===== src/rtl/fd_pkg.sv =====
// Shared definitions for the programmable frequency divider.
// - CNT_W_DEF : default width of ratio and counter
// - mode_e    : output waveform encodings
// - idle_level: level of div_o while the divider is disabled
package fd_pkg;

  localparam int CNT_W_DEF = 4;

  typedef enum logic [1:0] {
    MODE_PLO = 2'b00,  // one low cycle per period
    MODE_D50 = 2'b01,  // ~50% duty, high half rounded up
    MODE_PHI = 2'b10,  // one high cycle per period
    MODE_RSV = 2'b11   // reserved, behaves as MODE_PLO
  } mode_e;

  // Only pulse-high mode idles low; every other mode idles high.
  function automatic logic idle_level(input logic [1:0] m);
    return (m != MODE_PHI);
  endfunction

endpackage


===== src/rtl/fd_prog_div_if.sv =====
// Counter status bus between the divider top and its counter.
// - m_act : shadowed ratio (top -> counter)
// - ratio : effective ratio after clamping to >= 2 (counter -> top)
// - cnt   : current count (counter -> top)
// - last  : cnt is at ratio-1, i.e. the final cycle of a period
// Signals are level-valued every cycle; there is no valid/ready handshake.
interface fd_prog_div_if
  import fd_pkg::*;
#(
  parameter int CNT_W = CNT_W_DEF
);
  logic [CNT_W-1:0] m_act;
  logic [CNT_W-1:0] ratio;
  logic [CNT_W-1:0] cnt;
  logic             last;

  modport master (output m_act, input ratio, input cnt, input last);
  modport slave  (input m_act, output ratio, output cnt, output last);
endinterface


===== src/rtl/fd_cnt.sv =====
// Period counter: clamps the ratio, counts 0..R-1 while enabled and flags
// the final cycle of each period.
// Ports:
// - clk_ext, rst_n : clock, async active-low reset
// - en             : run enable; count is held at 0 while low
// - cbus           : status bus (slave side)
module fd_cnt
  import fd_pkg::*;
#(
  parameter int CNT_W = CNT_W_DEF
) (
  input  logic          clk_ext,
  input  logic          rst_n,
  input  logic          en,
  fd_prog_div_if.slave  cbus
);

  logic [CNT_W-1:0] cnt_q;
  logic [CNT_W-1:0] cnt_d;

  // Ratios below 2 cannot form a period with both output phases.
  assign cbus.ratio = (cbus.m_act < CNT_W'(2)) ? CNT_W'(2) : cbus.m_act;
  // ratio >= 2, so ratio-1 never underflows and cnt never exceeds it.
  assign cbus.last  = (cnt_q == (cbus.ratio - CNT_W'(1)));
  assign cbus.cnt   = cnt_q;

  always_comb begin
    cnt_d = cnt_q + CNT_W'(1);
    if (!en || cbus.last) cnt_d = '0;
  end

  always_ff @(posedge clk_ext or negedge rst_n) begin
    if (!rst_n) cnt_q <= '0;
    else        cnt_q <= cnt_d;
  end

endmodule


===== src/rtl/fd_prog_div.sv =====
// Programmable clock divider with glitch-free ratio/mode update.
// Ports:
// - clk_ext : clock; rst_n : async active-low reset
// - en      : run enable
// - m_in    : requested ratio, sampled while disabled or at period end
// - mode    : requested waveform, sampled with m_in
// - div_o   : registered divided output
// - wrap_o  : registered one-cycle strobe, one per period
// - cnt_o   : current count, no extra latency
module fd_prog_div
  import fd_pkg::*;
#(
  parameter int         CNT_W    = CNT_W_DEF,
  parameter logic [1:0] RST_MODE = 2'b00
) (
  input  logic             clk_ext,
  input  logic             rst_n,
  input  logic             en,
  input  logic [CNT_W-1:0] m_in,
  input  logic [1:0]       mode,
  output logic             div_o,
  output logic             wrap_o,
  output logic [CNT_W-1:0] cnt_o
);

  fd_prog_div_if #(.CNT_W(CNT_W)) cbus ();

  fd_cnt #(.CNT_W(CNT_W)) u_cnt (
    .clk_ext (clk_ext),
    .rst_n   (rst_n),
    .en      (en),
    .cbus    (cbus)
  );

  logic [CNT_W-1:0] m_act_q, m_act_d;
  logic [1:0]       mode_act_q, mode_act_d;
  logic             div_q, div_d;
  logic             wrap_q, wrap_d;
  logic             load;
  logic [CNT_W:0]   half_hi;

  assign cbus.m_act = m_act_q;

  // ceil(R/2) in one extra bit so R = 2^CNT_W-1 cannot overflow.
  assign half_hi = ({1'b0, cbus.ratio} + (CNT_W+1)'(1)) >> 1;

  always_comb begin
    // Shadows only move between periods, so a period never mixes settings.
    load       = !en || cbus.last;
    m_act_d    = load ? m_in : m_act_q;
    mode_act_d = load ? mode : mode_act_q;
    wrap_d     = en && cbus.last;
    div_d      = idle_level(mode_act_q);
    if (en) begin
      case (mode_act_q)
        MODE_D50: div_d = ({1'b0, cbus.cnt} < half_hi);
        MODE_PHI: div_d = cbus.last;
        default:  div_d = !cbus.last;
      endcase
    end
  end

  always_ff @(posedge clk_ext or negedge rst_n) begin
    if (!rst_n) begin
      m_act_q    <= CNT_W'(2);
      mode_act_q <= RST_MODE;
      wrap_q     <= 1'b0;
      div_q      <= idle_level(RST_MODE);
    end else begin
      m_act_q    <= m_act_d;
      mode_act_q <= mode_act_d;
      wrap_q     <= wrap_d;
      div_q      <= div_d;
    end
  end

  assign div_o  = div_q;
  assign wrap_o = wrap_q;
  assign cnt_o  = cbus.cnt;

endmodule


===== config.mk =====
export PLATFORM = sky130hd
export DESIGN_NAME = fd_prog_div
export DESIGN_NICKNAME = d
export VERILOG_FILES = /design/src/rtl/fd_pkg.sv /design/src/rtl/fd_prog_div_if.sv /design/src/rtl/fd_cnt.sv /design/src/rtl/fd_prog_div.sv
export SDC_FILE = /design/constraint.sdc
export NUM_CORES = 1
export LEC_CHECK = 0
export BUFFER_PORTS_ARGS = -buffer_cell sky130_fd_sc_hd__buf_2
export CORE_MARGIN = 2
export CORE_UTILIZATION = 40
export CTS_BUF_LIST = sky130_fd_sc_hd__clkbuf_8
export CTS_CLUSTER_SIZE = 14
export DETAILED_ROUTE_END_ITERATION = 8
export REMOVE_ABC_BUFFERS = 1
export SLEW_MARGIN = 15
export SYNTH_ARGS = -nofsm -noshare
export SYNTH_HDL_FRONTEND = slang
export SYNTH_SLANG_ARGS = --single-unit

===== constraint.sdc =====
create_clock -name clk_ext -period 2.65 [get_ports clk_ext]
set_input_delay 0.6625 -clock clk_ext [delete_from_list [all_inputs] [get_ports clk_ext]]
set_output_delay 0.6625 -clock clk_ext [all_outputs]
set_load 0.01 [all_outputs]

==> results of run 1 <==
[layout make-up]
cell class / instances / share of cell area, %
Multi-Input combinational cell: 55 / 49.7
Clock buffer: 3 / 4.31
Tap cell: 27 / 3.53
Timing Repair Buffer: 16 / 8.89
Inverter: 5 / 1.96
Sequential cell: 12 / 31.6
[registers in the layout (all words and copies together), names as in the netlist]
register	count
u_cnt.cbus.cnt	4
cbus.m_act	4
mode_act_q	2
wrap_o	1
div_o	1
[worst paths after layout]
kind                                from             to  slack [ns]  cells after the start
min reg2reg                mode_act_q[1]  mode_act_q[1]        0.54                      1
max reg2reg                cbus.m_act[1]  cbus.m_act[2]        0.31                      8
max                        cbus.m_act[1]  cbus.m_act[2]        0.31                      8
min in group clk_ext       mode_act_q[1]  mode_act_q[1]        0.54                      1
max in group asynchronous          rst_n          div_o        2.08                      1
min                                rst_n  cbus.m_act[3]        0.30                      1
[metal layers]
layer  up-vias  global-route usage, %  wire [um]
met5         -                      0          0
met4         0                   7.14         14
met3         2                   2.76         28
met2         5                   22.3        691
met1       279                   16.9        678
li1        293                      -          -
[cell usage in the layout, fill, tap and decap left out]
cell,count
a211oi_1,1
a21oi_1,1
a221o_1,1
a2bb2oi_4,1
and2_1,1
and3b_1,1
buf_2,14
buf_4,2
clkbuf_8,3
dfrtp_1,10
dfstp_2,2
ha_1,8
inv_1,5
mux2_4,6
nand2_1,2
nand2b_1,2
nand3_1,4
nor2_1,7
nor3b_1,1
nor4_1,1
nor4bb_1,1
o2111ai_1,1
o211ai_1,1
o21ai_0,4
o21ai_4,1
or2_1,1
or2_2,2
or4_1,1
xnor2_1,3
xor2_1,3
[where the power goes]
part | leakage, nW | internal (mW) | switching [mW]
sequential | 0.147 | 0.228 | 0.0498
clock | 0.0216 | 0.0992 | 0.0560
combinational | 0.303 | 0.169 | 0.158
total | 0.471 | 0.497 | 0.263
[metrics by stage]
| step | setup WS (ns) | cells | hold WS [ns] | area (sq um) |
|---|---|---|---|---|
| final | 0.306 | 118 | 0.301 | 957 |
| after detailed placement | 0.316 | 115 | 0.526 | 916 |
| after floorplan | 0.392 | 72 | 0.367 | 797 |
| after global placement | 0.356 | 115 | 0.534 | 916 |
| after CTS | 0.287 | 118 | 0.302 | 957 |
| after global routing | 0.163 | 118 | 0.308 | 957 |
[logic make-up after synthesis]
kind of cell	synth area share, %
xor gates and xnor gates	6.46
DFF	37.2
muxes	11.1
adders and majority gates	12.3
and+or+nand+nor	16.2
AOI/OAI and AO/OA	12.5
buffers and inverters	4.31
==> metrics.md, run 1 <==
| Metric | Value |
|---|---|
| Most common cell in the netlist | dfrtp_1 |
| Kind of critical path | flop to flop |
| Clock root cell | clkbuf_8 |
| Hold Path Class | input port to asynchronous set/reset pin |
| Bufs and invs on worst path | 0 |
| Global route overflow | 0 |
| P&R area growth vs syn | 17.7% |
| Maximum clock path buffer count | 2 |
| Synth Instances | 74 |
| H-tree levels | 1 |
| Io pins | 15 |
| CP peak stage delay | 0.56 ns |
| Final net count | 110 |
| Share of layout cells above drive strength 1 | 34.1% |
| Area of the multi-input gates | 475 sq um |
| Hold Vio Cnt, Final | 0 |
| Critical Path RT | 2.76 ns |
| Post-DP HPWL | 1090 um |
| Area leader, netlist | dfrtp_1 |
| Row count | 16 |
| Routed length per placed instance | 12.0 um |
| Startpoint class of the critical path | flop |
| Ys async rst share | 100% |
| Starting Density | 41.9% |
| # setup viols final | 0 |
| Die H | 49.1 um |
| CP cell instances | or2_1 -> o21ai_0 -> ha_1 -> xnor2_1 -> or2_2 -> nand3_1 -> o21ai_4 -> mux2_4 |
| Top-area cell type share of the netlist area | 30.8% |
| CP max FO | 7 |
| Seq cells post-synth | 12 |
| Register area | 303 sq um |
| Slew Limit Fails | 0 |
| Delay-heaviest family, CP | flip-flops |
| Mapped Area | 813 sq um |
| Via count | 579 |
| Rel. slew slack | 75.1% |
| Leak | 0.471 nW |
| Crit-path slowest cell | dfstp_2 |
| Postcts setup bufs | 0 |
| ANT nets after route | 0 |
| YS warnings | 0 |
| PostCTS Resize Cnt | 0 |
| Overall Power | 0.760 mW |
| Post-synth top cells | dfrtp_1 (10), ha_1 (8), nor2_1 (7) |
| Area of the core | 0.00194 sq mm |
| Netlist cell types | 29 |
| Setup TNS | 0 ns |
| Minimum clock period | 2.34 ns |
| Post-synthesis sequential area ratio | 37.2% |
| Clk_lat worst skew | 0.23 ns |
| Fin crit share | 88.4% |
| CP Data Arrival Time | 2.46 ns |
| Tightest Pin Transition | 0.372 ns |
| Peak VDD IR | 0.000445 V |
| RSZ-0062 raised after global routing | no |
| P per Cell Area | 794 mW/mm^2 |
| Vias in the first global route | 548 |
| Drt drc | 0 |
| First-pass GRT wire length | 2460 um |
| EDFF count, synth | 0 |
| Max Fclk | 0.427 GHz |
| Largest net degree at the start of global routing | 13 |
| Top cells by area, synth | dfrtp_1 (31%), ha_1 (12%), mux2_4 (11%), dfstp_2 (6.5%), a2bb2oi_4 (3.2%) |
| Sink Count | 12 |
| Status | completed |
| Final core utilization | 49.3% |
| GRT Total Usage | 13.7% |
| Critical path endpoint category | flop |
| Die W | 49.1 um |
| CTS tree | yes |
| DRT Wirelength | 1410 um |
| Cts hold-fix bufs | 0 |
| First-pass DRT Iterations | 4 |
| Placer's final routability congestion estimate | 0.728 |
| IO Port Bufs | 14 |
| Die ar. | 0.00241 sq mm |
| Initial antenna violation count | 0 |
| Setup Skew | 0.00103 ns |
| Mean post-synth cell area | 11.0 sq um |
| Top FF cell, synth | dfrtp_1 |
| Filler instances | 189 |
| Ant diodes | 0 |
| Max-cap check violation count | 0 |
| CTS clk-pin slew, worst paths | 0.05 ns |
| Iter 0 DRT Violations | 8 |
| Vias per inst | 4.91 |
| Num CTS Buffers | 3 |
(Power assumes the default switching activity.)
==> inputs of run 2 (changes only) <==
- ABC_AREA: unset -> 1
==> metrics.md, run 2 <==
| Metric | Value |
|---|---|
| Die ar. | 0.00253 sq mm (+4.8%) |
| Critical Path RT | 2.83 ns (+0.07 ns) |
| Slew Limit Fails | 0 (unchanged) |
| Kind of critical path | flop to flop |
| Vias in the first global route | 618 (+13%) |
| Commonest non-fill, non-tap cell in the layout | nand2_1 |
| Post-Place Cells | 141 (+23%) |
| Peak VDD IR | 0.000435 V (-2.2%) |
| Pre-CTS WS | 0.534 ns (+0.218 ns) |
| Minimum clock period | 2.11 ns (-0.239 ns) |
| Final core utilization | 49.6% (+0.33 points) |
| Area of the multi-input gates | 458 sq um (-3.7%) |
| YS warnings | 0 (unchanged) |
| RSZ-0062 raised after global routing | no |
| CTS clk-pin slew, worst paths | 0.06 ns (about the same) |
| Synth Instances | 102 (+38%) |
| EDFF count, synth | 0 (unchanged) |
| Ys async rst share | 100% (unchanged) |
| Via count | 654 (+13%) |
| Final net count | 136 (+24%) |
| Area of the core | 0.00198 sq mm (+2.1%) |
| Final worst setup slack | 0.545 ns (+0.239 ns) |
| Setup TNS | 0 ns (unchanged) |
| Rel. slew slack | 78.6% (+3.5 points) |
| Cts hold-fix bufs | 0 (unchanged) |
| Final instance area | 983 sq um (+2.7%) |
| Mapped Area | 856 sq um (+5.2%) |
| Die W | 50.3 um (+2.4%) |
| Hold Vio Cnt, Final | 0 (unchanged) |
| Top FF cell, synth | dfrtp_1 |
| Clock root cell | clkbuf_8 |
| Filler instances | 190 (+0.53%) |
| Tightest Pin Transition | 0.321 ns (-0.0507 ns) |
| Post-DP HPWL | 1180 um (+7.9%) |
| Post-route non-filler standard cell count | 145 (+23%) |
| Max Fclk | 0.475 GHz (+11%) |
| Setup Skew | 0.00238 ns (+0.00134 ns) |
| PostCTS Resize Cnt | 0 (unchanged) |
| Post-Place Cell Area | 928 sq um (+1.4%) |
| P per Cell Area | 1060 mW/mm^2 (+34%) |
| CP Data Arrival Time | 2.28 ns (-0.18 ns) |
| Most common cell in the netlist | nand2_1 |
| Starting Density | 43.2% (+1.3 points) |
| Post-synthesis sequential area ratio | 35.4% (-1.9 points) |
| Ant diodes | 0 (unchanged) |
| Routed length per placed instance | 9.94 um (-17%) |
| Initial antenna violation count | 0 (unchanged) |
| Top cells by area, synth | dfrtp_1 (29%), ha_1 (12%), nand2_1 (9.2%), inv_1 (7.0%), dfstp_2 (6.1%) |
| Num CTS Buffers | 3 (unchanged) |
| Placer's final routability congestion estimate | 0.705 (-3.1%) |
| CP max FO | 8 (+1) |
| Sink Count | 12 (unchanged) |
| Die H | 50.3 um (+2.4%) |
| Leak | 0.524 nW (+11%) |
| Mean post-synth cell area | 8.39 sq um (-24%) |
| Vias per inst | 4.51 (-8.1%) |
| Area leader, netlist | dfrtp_1 |
| Maximum clock path buffer count | 2 (unchanged) |
| P&R area growth vs syn | 14.9% |
| DRT Wirelength | 1440 um (+2.1%) |
| Top-area cell type share of the netlist area | 29.2% (-1.5 points) |
| Seq cells post-synth | 12 (unchanged) |
| Row count | 16 (unchanged) |
| # setup viols final | 0 (unchanged) |
| Share of layout cells above drive strength 1 | 31.4% (-2.7 points) |
| IO Port Bufs | 14 (unchanged) |
| Netlist cell types | 20 (-31%) |
| Overall Power | 1.04 mW (+37%) |
| Startpoint class of the critical path | flop |
| Max-cap check violation count | 0 (unchanged) |
| Postcts setup bufs | 0 (unchanged) |
| H-tree levels | 1 (unchanged) |
| First-pass GRT wire length | 2610 um (+6.2%) |
| Critical path endpoint category | flop |
| Hold Path Class | input port to asynchronous set/reset pin |
| Status | completed |
| Largest net degree at the start of global routing | 15 (+2) |
| Worst-case hold slack | 0.295 ns (-0.00628 ns) |
| CTS tree | yes |
| Post-synth top cells | nand2_1 (21), inv_1 (16), dfrtp_1 (10) |
| Clk_lat worst skew | 0.24 ns (about the same) |
| Io pins | 15 (unchanged) |
| Register area | 303 sq um (unchanged) |
| Global route overflow | 0 (unchanged) |
| GRT Total Usage | 13.4% (-0.23 points) |
| Worst reg-to-reg path cell count | 16 (+8) |
| ANT nets after route | 0 (unchanged) |
| Most frequent cells in the layout | nand2_1 (21), inv_1 (16), buf_2 (14), dfrtp_1 (10) |
| Iter 0 DRT Violations | 0 (-8) |
| First-pass DRT Iterations | 1 (-3) |
| Drt drc | 0 (unchanged) |
| Fin crit share | 79.4% (-9.0 points) |
[run 2: changes by cell type after synthesis, sizes merged, moves of 2 or more]
cell    change
nor2        +4
mux2        -6
or2         -3
inv        +12
nand3       +6
nand2b      -2
nand2      +27
[run 2: final timing paths]
kind                               start             to  slack, ns
min                                rst_n  cbus.m_act[2]       0.30
max in group asynchronous          rst_n          div_o       2.08
max                        cbus.m_act[2]          div_o       0.54
min in group clk_ext       mode_act_q[0]  mode_act_q[0]       0.56
max reg2reg                cbus.m_act[2]          div_o       0.54
min reg2reg                mode_act_q[0]  mode_act_q[0]       0.56
[run 2: worst max-delay path, cell delays in order (launching register included)]
cell     delay, ns
dfrtp_1       0.49
nor2_4        0.16
nand2_2       0.07
nand2_2       0.08
inv_1         0.05
ha_1          0.22
xnor2_1       0.17
ha_1          0.25
o21ai_0       0.07
nand2_1       0.08
nand2_1       0.06
nand3_1       0.06
nand2_1       0.06
inv_1         0.03
o21ai_0       0.07
nand2_1       0.08
nand2_1       0.06
[run 2: cell type report]
type | count | share of cell area, %
Timing Repair Buffer | 14 | 7.12
Sequential cell | 12 | 30.8
Multi-Input combinational cell | 71 | 46.6
Clock buffer | 4 | 5.60
Inverter | 17 | 6.49
Tap cell | 27 | 3.44
[run 2: cells by family after synthesis]
group | share of synthesized area (%)
simple gates | 30.8
buf+inv | 11.1
flops | 35.4
fa+ha+maj | 11.7
compound gates | 5.85
xor+xnor | 5.12
[run 2: layer usage]
layer | GRT usage (%) | up-vias | wire, um | share of wire (%)
met2 | 21.7 | 4 | 719 | 50
met3 | 1.79 | 2 | 23 | 1.6
met5 | 0 | - | 0 | 0
met4 | 4.17 | 0 | 12 | 0.83
met1 | 18.5 | 300 | 687 | 48
li1 | - | 348 | - | -
[run 2: power breakdown]
part | internal, mW | switching (mW)
Sequential | 0.250 | 0.0786
Combinational | 0.215 | 0.301
Clock | 0.131 | 0.0669
Total | 0.597 | 0.446
==> inputs of run 3 (changes only) <==
- clock period: 2.65 -> 1.7 ns (I/O delays scaled with it)
==> metrics.md, run 3 (synthesized netlist as in run 2, its figures left out) <==
| Metric | Value |
|---|---|
| Status | finished, violations left |
| Failing checks | setup timing |
| Comb pwr share | 58.0% (+8.5 points) |
| Area of the multi-input gates | 502 sq um (+9.6%) |
| Most common cell on crit path | nand2_1 |
| Cts hold-fix bufs | 0 (unchanged) |
| CP Data Arrival Time | 2.07 ns (-0.21 ns) |
| Die W | 50.3 um (unchanged) |
| Post-Place Cells | 147 (+4.3%) |
| Hold Path Class | input port to asynchronous set/reset pin |
| Pre-CTS WS | -0.226 ns (-0.761 ns) |
| Commonest non-fill, non-tap cell in the layout | nand2_1 |
| IO Port Bufs | 14 (unchanged) |
| Maximum clock path buffer count | 2 (unchanged) |
| DRT Wirelength | 1570 um (+9.1%) |
| Area of the core | 0.00198 sq mm (unchanged) |
| Clk_lat worst skew | 0.24 ns (about the same) |
| Share of layout cells above drive strength 1 | 40.5% (+9.1 points) |
| Drt drc | 0 (unchanged) |
| CP peak stage delay | 0.41 ns (-0.08 ns) |
| Tightest Pin Transition | 0.275 ns (-0.0457 ns) |
| Pint | 1.02 mW (+71%) |
| Critical path endpoint category | flop |
| Max-cap check violation count | 0 (unchanged) |
| Clock root cell | clkbuf_8 |
| Most frequent cells in the layout | nand2_1 (21), inv_1 (14), buf_2 (14), dfrtp_1 (10), nand3_1 (9) |
| Clock power frac | 14.7% (-4.3 points) |
| Sequential Power Share | 27.4% (-4.1 points) |
| Num CTS Buffers | 3 (unchanged) |
| H-tree levels | 1 (unchanged) |
| Initial antenna violation count | 0 (unchanged) |
| Placer's final routability congestion estimate | 0.757 (+7.3%) |
| ANT nets after route | 0 (unchanged) |
| Filler instances | 200 (+5.3%) |
| NetSw | 0.773 mW (+73%) |
| First-pass DRT Iterations | 4 (+3) |
| # setup viols final | 11 (+11) |
| Leak | 0.572 nW (+9.0%) |
| Startpoint class of the critical path | flop |
| GRT Total Usage | 15.4% (+2.0 points) |
| CP max FO | 3 (-5) |
| Rel. slew slack | 81.6% (+3.0 points) |
| Crit-path slowest cell | dfrtp_1 |
| Minimum clock period | 1.89 ns (-0.219 ns) |
| RSZ-0062 raised after global routing | yes |
| Via count | 706 (+8.0%) |
| CP cell instances | nor2_4 -> nand2_2 -> nand2_4 -> inv_2 -> ha_4 -> xnor2_2 -> ha_1 -> o21ai_1 -> nand2_1 -> nand2_1 -> nand3_1 -> nand2_1 -> inv_1 -> o21ai_0 -> nand2_1 -> nand2_1 |
| Iter 0 DRT Violations | 2 (+2) |
| Peak VDD IR | 0.000758 V (+74%) |
| Die ar. | 0.00253 sq mm (unchanged) |
| Post-route non-filler standard cell count | 153 (+5.5%) |
| Largest net degree at the start of global routing | 15 (unchanged) |
| Final core utilization | 54.4% (+4.7 points) |
| P per Cell Area | 1670 mW/mm^2 (+57%) |
| CTS clk-pin slew, worst paths | 0.05 ns (about the same) |
| Starting Density | 43.2% (unchanged) |
| Ant diodes | 0 (unchanged) |
| Io pins | 15 (unchanged) |
| P&R area growth vs syn | 25.9% |
| Final worst setup slack | -0.187 ns (-0.731 ns) |
| Row count | 16 (unchanged) |
| Routed length per placed instance | 10.3 um (+3.4%) |
| Critical Path RT | 1.89 ns (-0.94 ns) |
| Hold Vio Cnt, Final | 0 (unchanged) |
| Fin crit share | 111% (+32 points) |
| First-pass GRT wire length | 2920 um (+12%) |
| Vias in the first global route | 664 (+7.4%) |
| Sink Count | 12 (unchanged) |
| Max Fclk | 0.530 GHz (+12%) |
| Net Sw Frac | 43.1% (+0.29 points) |
| Final net count | 144 (+5.9%) |
| Global route overflow | 0 (unchanged) |
| Post-DP HPWL | 1190 um (+1.4%) |
| Slew Limit Fails | 0 (unchanged) |
| Setup Skew | 0.000478 ns (-0.00190 ns) |
| CTS tree | yes |
| Die H | 50.3 um (unchanged) |
| Register area | 303 sq um (unchanged) |
| Kind of critical path | flop to flop |
| Vias per inst | 4.61 (+2.3%) |
[run 3: area by class of cell]
class | count | share of cell area [%]
well taps | 27 | 3.14
inverters | 17 | 5.92
clock inverters | 1 | 0.348
clock buffers | 3 | 3.83
repair buffers | 22 | 12.1
flip-flops and latches | 12 | 28.1
multi-input cells | 71 | 46.6
[run 3: worst max-delay path, delay by kind of cell, from the launching register on]
| kind | cells | cell delay, ns |
|---|---|---|
| AOI/OAI and AO/OA | 2 | 0.13 |
| xor gates and xnor gates | 1 | 0.13 |
| adders and majority gates | 2 | 0.42 |
| buffers and inverters | 2 | 0.07 |
| DFF | 1 | 0.41 |
| and+or+nand+nor | 9 | 0.68 |
[run 3: routing by layer]
metal	global-route usage, %	vias up	wire length, um
met5	0	-	0
met4	9.72	0	41
met3	2.68	4	48
met2	24.8	10	789
met1	19.0	328	694
li1	-	364	-
[run 3: power groups by stage]
| stage | Combinational, mW | Clock, mW | Sequential, mW |
|---|---|---|---|
| 6_report | 1.04 | 0.263 | 0.491 |
| 3_3_place_gp | 0.901 | 0 | 0.484 |
| 3_5_place_dp | 0.917 | 0 | 0.490 |
| 5_1_grt | 1.18 | 0.288 | 0.510 |
| 2_1_floorplan | 0.632 | 0 | 0.516 |
| 4_1_cts | 1.01 | 0.272 | 0.489 |
[run 3: metrics by stage]
stage | hold WS [ns] | instance area [sq um] | total power, mW | setup TNS, ns
2_1_floorplan | 0.129 | 825 | 1.15 | -0.822
3_3_place_gp | 0.324 | 973 | 1.38 | -1.43
3_5_place_dp | 0.327 | 973 | 1.41 | -1.64
4_1_cts | 0.0691 | 1060 | 1.77 | -1.35
5_1_grt | 0.0723 | 1080 | 1.98 | -2.58
6_report | 0.0552 | 1080 | 1.79 | -1.30
[run 3: what timing repair did]
action	in CTS	in global routing
pin swaps	8	5
endpoints found under the setup margin	11	12
setup buffers	1	1
gates resized for setup	8	3
[run 3: worst paths after layout]
check                                endpoint  slack, ns     startpoint  cells past startpoint
worst max-delay path                    div_o      -0.19  cbus.m_act[2]                     16
worst min register to register  mode_act_q[0]       0.56  mode_act_q[0]                      2
max in group asynchronous               div_o       1.37          rst_n                      1
min in group clk_ext            cbus.m_act[0]       0.39        m_in[0]                      3
worst max register to register          div_o      -0.19  cbus.m_act[2]                     16
worst min-delay path            cbus.m_act[0]       0.06          rst_n                      1
